==> config.mk <==
export PLATFORM = sky130hd
export DESIGN_NAME = id_ex_stage
export DESIGN_NICKNAME = d
export VERILOG_FILES = /design/src/rtl/id_ex_stage.sv
export SDC_FILE = /design/constraint.sdc
export NUM_CORES = 1
export LEC_CHECK = 0
export BUFFER_PORTS_ARGS = -buffer_cell sky130_fd_sc_hd__buf_2
export CAP_MARGIN = 20
export CORE_AREA = 4 4 242 244
export DETAILED_ROUTE_END_ITERATION = 8
export DIE_AREA = 0 0 246 248
export PLACE_DENSITY_LB_ADDON = 0.05
export SETUP_SLACK_MARGIN = 0.1
export SYNTH_ARGS = -nofsm -noshare
export SYNTH_HDL_FRONTEND = slang
export SYNTH_SLANG_ARGS = --single-unit
export TNS_END_PERCENT = 20
==> constraint.sdc <==
create_clock -name clk -period 2.53 [get_ports clk]
set_clock_uncertainty 0.2 [all_clocks]
set_input_delay 0.506 -clock clk [delete_from_list [all_inputs] [get_ports clk]]
set_output_delay 0.506 -clock clk [all_outputs]
set_load 0.02 [all_outputs]
==> src/rtl/id_ex_stage.sv <==
// ID/EX pipeline register for the LEGv8 core: latches the decode slot, inserts load-use
// bubbles, and owns the architectural NZVC flags plus a saturating bubble counter.
module id_ex_stage #(
    parameter int DW   = 64,
    parameter int CNTW = 32
) (
    input  logic            clk,
    input  logic            reset,
    input  logic            flush,
    input  logic            dec_valid,
    input  logic [19:0]     dec_ctl,
    input  logic [4:0]      dec_rn,
    input  logic [4:0]      dec_rb,
    input  logic            dec_uses_rb,
    input  logic [4:0]      dec_rd,
    input  logic [DW-1:0]   dec_da,
    input  logic [DW-1:0]   dec_db,
    input  logic [DW-1:0]   dec_imm,
    input  logic [DW-1:0]   dec_pc,
    input  logic [3:0]      ex_alu_nzvc,
    output logic            stall,
    output logic            ex_valid,
    output logic [19:0]     ex_ctl,
    output logic [4:0]      ex_rn,
    output logic [4:0]      ex_rb,
    output logic [4:0]      ex_rd,
    output logic [DW-1:0]   ex_da,
    output logic [DW-1:0]   ex_db,
    output logic [DW-1:0]   ex_imm,
    output logic [DW-1:0]   ex_pc,
    output logic [3:0]      flags_nzvc,
    output logic [3:0]      flags_fwd,
    output logic [CNTW-1:0] bubble_cnt
);

    // Bit positions inside the 20-bit control word.
    localparam int CTL_FLAG   = 7;
    localparam int CTL_LOADOP = 1;

    logic hazard;
    logic ex_sets_flags;
    logic rn_match;
    logic rb_match;

    assign rn_match      = (ex_rd == dec_rn);
    assign rb_match      = dec_uses_rb && (ex_rd == dec_rb);
    assign hazard        = ex_valid && ex_ctl[CTL_LOADOP] && (ex_rd != 5'd31) &&
                           dec_valid && (rn_match || rb_match);
    assign stall         = hazard && !flush && !reset;
    assign ex_sets_flags = ex_valid && ex_ctl[CTL_FLAG];
    assign flags_fwd     = ex_sets_flags ? ex_alu_nzvc : flags_nzvc;

    always_ff @(posedge clk) begin
        if (reset) begin
            ex_valid   <= 1'b0;
            ex_ctl     <= '0;
            ex_rn      <= '0;
            ex_rb      <= '0;
            ex_rd      <= '0;
            ex_da      <= '0;
            ex_db      <= '0;
            ex_imm     <= '0;
            ex_pc      <= '0;
            flags_nzvc <= '0;
            bubble_cnt <= '0;
        end else begin
            // The flag writer is leaving EX regardless of what replaces it.
            if (ex_sets_flags) begin
                flags_nzvc <= ex_alu_nzvc;
            end
            if (flush) begin
                ex_valid <= 1'b0;
                ex_ctl   <= '0;
            end else if (hazard) begin
                ex_valid <= 1'b0;
                ex_ctl   <= '0;
                if (bubble_cnt != {CNTW{1'b1}}) begin
                    bubble_cnt <= bubble_cnt + 1'b1;
                end
            end else begin
                ex_valid <= dec_valid;
                ex_ctl   <= dec_valid ? dec_ctl : 20'd0;
                ex_rn    <= dec_rn;
                ex_rb    <= dec_rb;
                ex_rd    <= dec_rd;
                ex_da    <= dec_da;
                ex_db    <= dec_db;
                ex_imm   <= dec_imm;
                ex_pc    <= dec_pc;
            end
        end
    end

endmodule

# Word-level counts from Yosys, hierarchy flattened
# Cells that the tools add are included.
[totals]
regBits = 328
output_inout_bits = 333
[op_classes]
add_sub_neg = 1
n_eq_ne = 4
mux = 1
bitwise = 3
n_reduce_logical = 15
[op_table]
columns = ["op", "count"]
rows = [
  ["adder 32 x 1 -> 32 bit (second input constant)", 1],
  ["!= test 32 bit (second input constant)", 1],
  ["== test 5 bit", 2],
  ["logical AND 1 bit", 8],
  ["!= test 5 bit (second input constant)", 1],
  ["two-way mux 4 bit", 1],
  ["OR reduction 4 bit", 1],
  ["inverter 1 bit", 3],
  ["AND reduction 3 bit", 1],
  ["OR reduction 3 bit", 1],
  ["zero test 1 bit", 2],
  ["AND reduction 2 bit", 1],
  ["logical OR 1 bit", 1],
]

# Depth between registers and ports, before layout
# Gate-level depths: netlist (run 1).
[depth]
ltp_word = 6
depth_mapped = 9

# Least setup slack after synthesis (run 1)
# No wires, ideal clock.
[synth_timing]
path_type = "reg2reg"
startpoint = "register bubble_cnt[0]"
endpoint = "register bubble_cnt[26]"
arrival_ns = 2.393
t_required_ns = 2.209
path_slack_ns = -0.184
path_stages_with_launch = 8
path_buffers = 1
period_less_slack_ns = 2.714
path_cell_list = "dfxtp_1 -> ha_1 -> nand3_2 -> or3_1 -> or4_1 -> clkbuf_2 -> nor4_1 -> mux2_2"
[synth_between]
elab_chain_cells = 2
elab_cells_between_ends = 3
classes_between = "add/sub: 1; eq/ne: 1; reduce/logical: 1"
[synth_lines]
columns = ["element", "line_no", "source"]
rows = [
  ["from (decl)", "33", "output logic [CNTW-1:0] bubble_cnt"],
  ["from (signal assigned)", "78", "bubble_cnt <= bubble_cnt + 1'b1;"],
  ["parallel branches: the longest is 2 deep, another holds adder 32 x 1 -> 32 bit", "-", ""],
]
# Parallel ways; which one is timed is not known.
# A chain may end at the register's enable or synchronous reset.

# Final worst setup path (run 1)
[layout_timing]
startpoint = "register ex_rd[1]"
endpoint = "output port stall"
[layout_between]
elab_chain_cells = 6
elab_cells_between_ends = 10
classes_between = "eq/ne: 3; reduce/logical: 7"
[layout_lines]
columns = ["element", "line_no", "source"]
rows = [
  ["from (decl)", "26", "output logic [4:0] ex_rd,"],
  ["from (signal assigned)", "85", "ex_rd <= dec_rd;"],
  ["!= test 5 bit or == test 5 bit (tied branches)", "47, 46", ""],
  ["logical AND 1 bit (on tied branches)", "47, 46", ""],
  ["logical AND 1 bit or logical OR 1 bit (tied branches)", "47, 48", ""],
  ["logical AND 1 bit (*)", "48", "dec_valid && (rn_match || rb_match);"],
  ["logical AND 1 bit (*) (2 in a row)", "49", "assign stall = hazard && !flush && !reset;"],
  ["to (decl)", "21", "output logic stall,"],
]
# Mark *: on every way between the ends. The rest lies on a longest branch, timed or not.

==> reports/qor.csv, run 1 <==
metric,value,unit
Max-Cap Viols,0,
drc violations,0,
Initial Utilization,20.8,%
vias after detailed routing,13500,
Layout area overhead,85.5,%
Final Wtd Congestion,0.817,
via density per instance,4.18,
Tcrit/Tclk final,105,%
CTS root buffer,clkbuf_16,
worst-path cell chain,buf_6 > xnor2_4 > nand3_2 > o22ai_2 > buf_6 > nand2_4 > buf_6 > nor2_4 > buf_6,
Slew @ Worst Pin,738,ps
critical path class,reg -> out,
die width,246,µm
largest net degree at the start of global routing,132,
"commonest non-fill, non-tap cell in the layout",buf_2,
post-synthesis cell count,1459,
Fmax,0.376,GHz
1st-pass router iterations,6,
die area,61000,µm²
Ys Warns,0,
failing checks,negative setup slack,
post-synthesis sequential area ratio,56.1,%
Placed Cells,2829,
Final Setup Violations,1,
total global-route track usage,16.7,%
global routing's busiest layer,met2,
Syn Nets,1760,
H-tree levels,2,
Worst-Skew Late Latency,550,ps
P_leak,0.00994,µW
Die Span Y,248,µm
Synth async-reset ratio,0,%
met1 Use GR,19.4,%
global-route wire length before repair,80.3,mm
pre-CTS WS,-155,ps
FP Rows,87,
register-to-register setup slack,110,ps
# IOs,633,
Crit. End Element,output port,
Hold Path Class,in -> reg,
1st-iter DRT viols,524,
"Reg clk slew, reported paths",60,ps
IO Port Bufs,632,
vias in the first global route,13300,
maximum clock path buffer count,3,
Worst EP arrival,1960,ps
most frequent cells in the layout,"630 x buf_2, 556 x nand2_1, 311 x dfxtp_1",
post-route ant nets,0,
Post-synth top flop,dfxtp_1,
"Cell Area, Synth",11700,µm²
Setup crit start kind,register,
status,finished with violations,
Wirelength per Cell,17.5,µm
PwrDens,646,nW/µm²
layout cells sized above 1,37.2,%
Final nets,2724,
# clock sinks,328,
synthesis-stage register bit count,328,
"Cell Count, Final, Fillers Out",3218,
"most used cell, CP",buf_6,
setup slack after layout,-132,ps
Hold Fails Final Rpt,0,
WP data required,1820,ps
Post-synth EDFFs,0,
CP Max Fanout,3,
Core ar.,56300,µm²
Critical Path Max Stage Delay,360,ps
RSZ-0062 raised after global routing,yes,
Netlist cell types,37,
Tmin final,2660,ps
met3 usage,5.05,%
CTS tree,yes,
peak supply drop,0.392,mV
number of max-slew violations in the final report,0,
Post-Syn Area per Cell,8.03,µm²
headroom to the max-slew limit,50.8,%
CP max-delay cell,dfxtp_2,
initial antenna violation count,4,
Detail Placement HPWL,40.1,mm
Post-Route WL,56.2,mm
GRT Residual Overflow,0,
CTS buffer count,42,
met2 GRT Util,29.4,%
kinds of logic (layout without fill, tap and decap cells):
group	after synthesis	after routing	share of synthesized area, %
buffers and inverters	107	1105	3.68
flip-flops	328	328	56.1
other	0	5	0
adder cells (fa/ha/maj)	1	1	0.107
AO/OA/AOI/OAI	322	322	14.2
AND/OR/NAND/NOR	678	678	24.0
XOR/XNOR	12	12	0.897
multiplexers	11	11	1.05
worst paths after layout:
check                                start   endpoint  cells past startpoint
worst max-delay path              ex_rd[1]      stall                      9
worst max register to register    ex_rd[1]  ex_da[24]                     13
worst min-delay path            dec_da[11]  ex_da[11]                      3
worst min register to register   ex_da[23]  ex_da[23]                      2
where the power goes:
group | switching, µW | leakage [µW] | total (µW) | internal, µW
registers | 126 | 0.00270 | 5540 | 5410
logic | 1080 | 0.00649 | 2030 | 950
clock network | 2390 | 0.000752 | 6470 | 4080
total | 3600 | 0.00994 | 14000 | 10400
registers in the layout, indices dropped and copies added, names as in the netlist:
name / cells
ex_da: 64
ex_db: 64
ex_imm: 64
ex_pc: 64
bubble_cnt: 32
ex_ctl: 20
ex_rb: 5
ex_rd: 5
ex_rn: 5
flags_nzvc: 4
ex_valid: 1
through the flow:
stage          instance area, µm²  TNS [ps]  utilization [%]  power, µW  hold slack, ps
5_1_grt                     21700      -257             38.6      14700            13.1
2_1_floorplan               11800         0                -       6390             314
3_3_place_gp                16500      -750             29.3       7190             240
6_report                    21700      -132             38.6      14000            38.0
4_1_cts                     21000      -174             37.2      14200            2.16
3_5_place_dp                16500      -164             29.3       7200             243
what timing repair did:
action                                  CTS  global route
buffers inserted                          4             6
hold buffers                            283             0
endpoints found under the setup margin    5           156
gates cloned                              0            14
gates resized for setup                  28            81
hold endpoints to repair                283             0
pin swaps                                 6            44
cell type report:
class | count | area (µm²)
fill | 5961 | 34500
clock inverter | 15 | 208
inverter | 4 | 15.0
clock buffer | 63 | 1310
tap | 756 | 946
sequential | 328 | 6600
timing repair buffer | 1023 | 7510
antenna | 5 | 12.5
multi-input combinational | 1024 | 5140
cell usage after synthesis (2+ instances only):
cell | count | area share (%)
a21oi_1 | 293 | 13
and2_1 | 24 | 1.3
and3_1 | 4 | 0.21
buf_2 | 23 | 0.98
clkbuf_1 | 79 | 2.5
dfxtp_1 | 328 | 56
inv_1 | 4 | 0.13
mux2_2 | 10 | 0.96
nand2_1 | 559 | 18
nand3_1 | 17 | 0.73
nand4_1 | 10 | 0.53
nor2_1 | 15 | 0.48
nor2b_1 | 6 | 0.32
nor3_1 | 4 | 0.17
nor4_1 | 10 | 0.53
o21ai_0 | 8 | 0.34
o31ai_1 | 14 | 0.90
or3_1 | 8 | 0.43
or4_1 | 15 | 0.96
xnor2_1 | 10 | 0.75
xor2_1 | 2 | 0.15
worst max-delay path, delay by kind of cell (launching register included):
kind                      cells  cell delay (ps)
xor gates and xnor gates      1              110
buffers and inverters         4              510
and+or+nand+nor               3              250
DFF                           1              360
AOI/OAI and AO/OA             1              190
layer usage:
metal	wire length (µm)	vias to the layer above
li1	-	6749
met1	22100	6226
met2	28400	390
met3	4040	88
met4	1660	0
met5	0	-
Note: power is estimated with default switching activity, not from simulation.
==> inputs of run 2 (changes only) <==
ABC_AREA = 1   (was unset)
CORE_AREA = 2 2 250 252   (was 4 4 242 244)
CTS_CLUSTER_SIZE = 8   (was unset)
DIE_AREA = 0 0 252 254   (was 0 0 246 248)
==> run 2 against run 1 <==
Against the previous run:
- the flow now finishes without violations
- maximum frequency increased by 5.7%
- via count increased by 1.3%
- flip-flop and latch count unchanged
- die area increased by 4.9%
==> reports/qor.csv, run 2 <==
metric,value,unit
register-to-register setup slack,280,ps
Fin Hold WS,14.7,ps
"Cell Area, Synth",12200,µm²
headroom to the max-slew limit,69.6,%
post-route ant nets,0,
Synth async-reset ratio,0,%
PwrDens,659,nW/µm²
via density per instance,4.08,
Hold Path Class,in -> reg,
1st-iter DRT viols,606,
vias in the first global route,13500,
Hold Fails Final Rpt,0,
pre-CTS WS,11.0,ps
Post-Syn Area per Cell,7.47,µm²
critical path class,reg -> out,
met1 wire length,23.2,mm
Synth area leaders,"dfxtp_1 54%, nor2_1 20%, o21ai_0 10%",
H-tree levels,2,
Top Layer Used,met5,
die area,64000,µm²
Tmin final,2520,ps
setup TNS,0,ps
Slew @ Worst Pin,451,ps
r2r endpoint,ex_ctl[11],
Ys Warns,0,
status,"complete, no violations",
CP Max Fanout,6,
layout cells sized above 1,30.1,%
synthesis-stage register bit count,328,
Power Total,13500,µW
Post-synth top flop,dfxtp_1,
Fmax,0.397,GHz
post-synthesis sequential area ratio,53.7,%
top cell type by total area after synthesis,dfxtp_1,
Netlist cell types,25,
Post-Route WL,56.1,mm
total global-route track usage,16.7,%
FILL cells,6749,
Layout area overhead,67.2,%
fin util,33.4,%
# clock sinks,328,
R2R cell count,13,
post-synth top area share,53.7,%
CTS root buffer,clkbuf_16,
most frequent cells in the layout,"657 x nor2_1, 631 x buf_2, 323 x dfxtp_1",
Post-synth EDFFs,0,
Initial Utilization,20.0,%
FP Rows,91,
routed length on met2,26.6,mm
1st-pass router iterations,4,
Die Span Y,254,µm
Worst EP arrival,1810,ps
die width,252,µm
vias after detailed routing,13600,
Tcrit/Tclk final,99.6,%
initial antenna violation count,12,
drc violations,0,
GRT Residual Overflow,0,
maximum clock path buffer count,3,
CTS tree,yes,
CTS buffer count,47,
Setup crit start kind,register,
Core ar.,61300,µm²
Crit. End Element,output port,
peak supply drop,0.378,mV
"commonest non-fill, non-tap cell in the layout",nor2_1,
largest net degree at the start of global routing,85,
met3 wire length,4.79,mm
Wirelength per Cell,16.8,µm
worst setup path end,stall,
IO Port Bufs,632,
most frequent cell after synthesis,nor2_1,
RSZ-0062 raised after global routing,yes,
Detail Placement HPWL,41.1,mm
WP data required,1820,ps
Syn Nets,1939,
Worst Setup SP,ex_rd[0],
Commonest cells post-synth,"661 x nor2_1, 328 x dfxtp_1, 248 x o21ai_0",
global-route wire length before repair,82.1,mm
"Reg clk slew, reported paths",50,ps
Final Wtd Congestion,0.809,
setup slack after layout,10.9,ps
number of max-slew violations in the final report,0,
# IOs,633,
Worst-Skew Late Latency,570,ps
P_leak,0.00992,µW
Final Setup Violations,0,
Final nets,2839,
FF-to-FF Start,ex_rd[2],
post-synthesis cell count,1638,
Max-Cap Viols,0,
## run 2: changes by cell type in the layout (fill, tap and decap cells not counted), moves of 24 or more
cell     delta
a21oi_1   -235
a21oi_2    -44
and2_1     -24
inv_1      +52
nand2_1   -414
nor2_1    +643
o21ai_0   +237
o21ai_1    +30
## run 2: cell families (layout without fill, tap and decap cells)
kind of cell	count (synthesis)	in the layout	synth area share, %
and+or+nand+nor	852	852	26.9
DFF	328	328	53.7
AOI/OAI and AO/OA	288	288	11.8
buffers and inverters	161	1069	6.94
xor gates and xnor gates	8	8	0.573
adders and majority gates	1	1	0.102
other	0	5	0
## run 2: cell type report
| class | instances | area [µm²] | share of cell area (%) |
|---|---|---|---|
| clock buffers | 57 | 1260 | 6.14 |
| multi-input cells | 1149 | 4910 | 24.0 |
| well taps | 790 | 988 | 4.83 |
| diodes | 5 | 12.5 | 0.0612 |
| inverters | 62 | 248 | 1.21 |
| repair buffers | 950 | 6460 | 31.6 |
| flip-flops and latches | 328 | 6590 | 32.2 |
## run 2: timing repair
item	4_1_cts	5_1_grt
buffers inserted	2	1
pin swaps	4	7
hold buffers	264	0
gates cloned	0	1
resized for setup	18	17
setup endpoints to repair	103	163
hold endpoints to repair	264	0
## run 2: worst max-delay path, stage by stage, from the launching register on
cell	delay [ps]
dfxtp_4	380
inv_2	40
nand2_1	50
nand2_1	60
nor2_2	170
nand3_2	110
nand2_4	100
nand3_4	90
nor2_4	130
buf_6	130
## run 2: worst min-delay path by stage
stage	from	depth (start not counted)	end	slack, ps
4_1_cts	dec_da[56]	3	ex_da[56]	3
3_5_place_dp	ex_imm[8]	2	ex_imm[8]	260
2_1_floorplan	ex_da[0]	2	ex_da[0]	360
5_1_grt	dec_pc[32]	3	ex_pc[32]	10
3_3_place_gp	ex_pc[63]	2	ex_pc[63]	260
6_report	ex_alu_nzvc[0]	3	flags_nzvc[0]	10
## run 2: metrics by stage
stage,instance area [µm²],std cells
6_report,20500,3341
4_1_cts,20300,3334
2_1_floorplan,12200,1638
3_3_place_gp,16400,3011
3_5_place_dp,16400,3011
5_1_grt,20400,3338
## run 2: layer usage
layer	up-vias	GRT usage [%]
met1	6106	19.3
met4	12	4.97
met3	100	6.24
li1	6963	-
met5	-	0
met2	450	28.9
## run 2: report_power, final
part | internal [µW] | switching (µW)
Clock | 3410 | 2320
Combinational | 908 | 1220
Sequential | 5480 | 152
Total | 9800 | 3690
==> inputs of run 3 (changes only) <==
REMOVE_ABC_BUFFERS = 1   (was unset)
SETUP_SLACK_MARGIN = unset   (was 0.1)
==> run 3 against run 2 <==
Against the previous run:
- non-clock buffer count fell by 4
- clock power rose by 2%
- first-iteration DRC count fell by 4.3%
- cell area fell by 0.13%
- largest power group unchanged
- critical endpoint unchanged
==> reports/qor.csv, run 3 (same netlist as run 2, synthesis figures left out) <==
metric,value,unit
Initial Utilization,20.0,%
P_leak,0.00990,µW
Final nets,2835,
Worst-Skew Late Latency,560,ps
total global-route track usage,16.2,%
IO Port Bufs,632,
WP data required,1820,ps
Worst EP arrival,1690,ps
maximum clock path buffer count,3,
CP Max Fanout,6,
Core ar.,61300,µm²
Post-Route WL,54.3,mm
1st-pass router iterations,4,
CTS tree,yes,
Setup crit start kind,register,
H-tree levels,2,
Final Setup Violations,0,
1st-iter DRT viols,580,
headroom to the max-slew limit,74.3,%
die width,252,µm
number of max-slew violations in the final report,0,
# IOs,633,
"commonest non-fill, non-tap cell in the layout",nor2_1,
Reg area,6580,µm²
"Reg clk slew, reported paths",50,ps
met3 wire length,4.23,mm
layout cells sized above 1,29.6,%
Die Span Y,254,µm
global-route wire length before repair,80.5,mm
Tmin final,2400,ps
setup slack after layout,130,ps
GRT Residual Overflow,0,
Fmax,0.417,GHz
CTS buffer count,47,
FILL cells,6741,
Hold Path Class,in -> reg,
Tcrit/Tclk final,94.9,%
Slew @ Worst Pin,385,ps
most frequent cells in the layout,"660 x nor2_1, 631 x buf_2, 323 x dfxtp_1",
Max-Cap Viols,0,
fin util,33.4,%
pre-CTS WS,202,ps
via density per instance,4.02,
# clock sinks,328,
Hold Fails Final Rpt,0,
Final Wtd Congestion,0.762,
Power Total,13600,µW
Wirelength per Cell,16.3,µm
die area,64000,µm²
multi-input logic area,4870,µm²
critical path class,reg -> out,
Layout area overhead,67.0,%
Crit. End Element,output port,
post-route ant nets,0,
drc violations,0,
vias after detailed routing,13400,
PwrDens,666,nW/µm²
CTS root buffer,clkbuf_16,
RSZ-0062 raised after global routing,no,
Placed Cells,3003,
largest net degree at the start of global routing,90,
routed length on met2,26.5,mm
FP Rows,91,
peak supply drop,0.440,mV
status,"complete, no violations",
Top Layer Used,met5,
met1 wire length,21.9,mm
vias in the first global route,13600,
Detail Placement HPWL,40.4,mm
initial antenna violation count,9,
"Cell Count, Final, Fillers Out",3336,
## run 3: where the power goes
part / switching [µW] / internal (µW)
clock network: 2350 / 3510
logic: 1200 / 912
registers: 156 / 5480
total: 3700 / 9910
## run 3: critical path: stages, from the launching register on
cell and delay, ps:
dfxtp_2 400, inv_1 60, nand2_1 50, nand2_1 50, nor2_1 80, nand3_1 90, nand2_2 110, nand3_4 90
nor2_4 100, buf_6 120
## run 3: final timing paths
| check | start | endpoint | slack (ps) | depth (start not counted) |
|---|---|---|---|---|
| hold reg to reg | ex_db[39] | ex_db[39] | 270 | 2 |
| setup reg to reg | ex_rd[1] | ex_da[43] | 260 | 13 |
| setup / recovery | ex_rd[4] | stall | 130 | 9 |
| hold / removal | dec_db[45] | ex_db[45] | 30 | 3 |
## run 3: stage by stage
step	setup TNS, ps	hold WS [ps]	cell area (µm²)
2_1_floorplan	-1024410	363	11600
3_3_place_gp	0	259	16300
3_5_place_dp	0	266	16300
4_1_cts	0	0.0642	20400
5_1_grt	0	12.0	20400
6_report	0	33.4	20400
## run 3: repair_timing
item                                   CTS  global route
endpoints found under the hold margin  269             0
setup endpoints to repair                1             3
pin swaps                                2             4
gates cloned                             0             0
setup buffers                            1             2
resized for setup                       15             4
hold buffers                           269             0
## run 3: cell type report
cell class              instances  area share [%]
inverters                      62            1.21
clock buffers                  53            6.08
well taps                     790            4.84
multi-input cells            1149            23.8
repair buffers                946            31.5
clock inverters                 2           0.245
diodes                          6          0.0735
flip-flops and latches        328            32.2
## run 3: routing by layer
layer	up-vias	global-route usage [%]
li1	6940	-
met1	5994	18.1
met2	383	28.7
met3	91	5.56
met4	6	5.61
met5	-	0
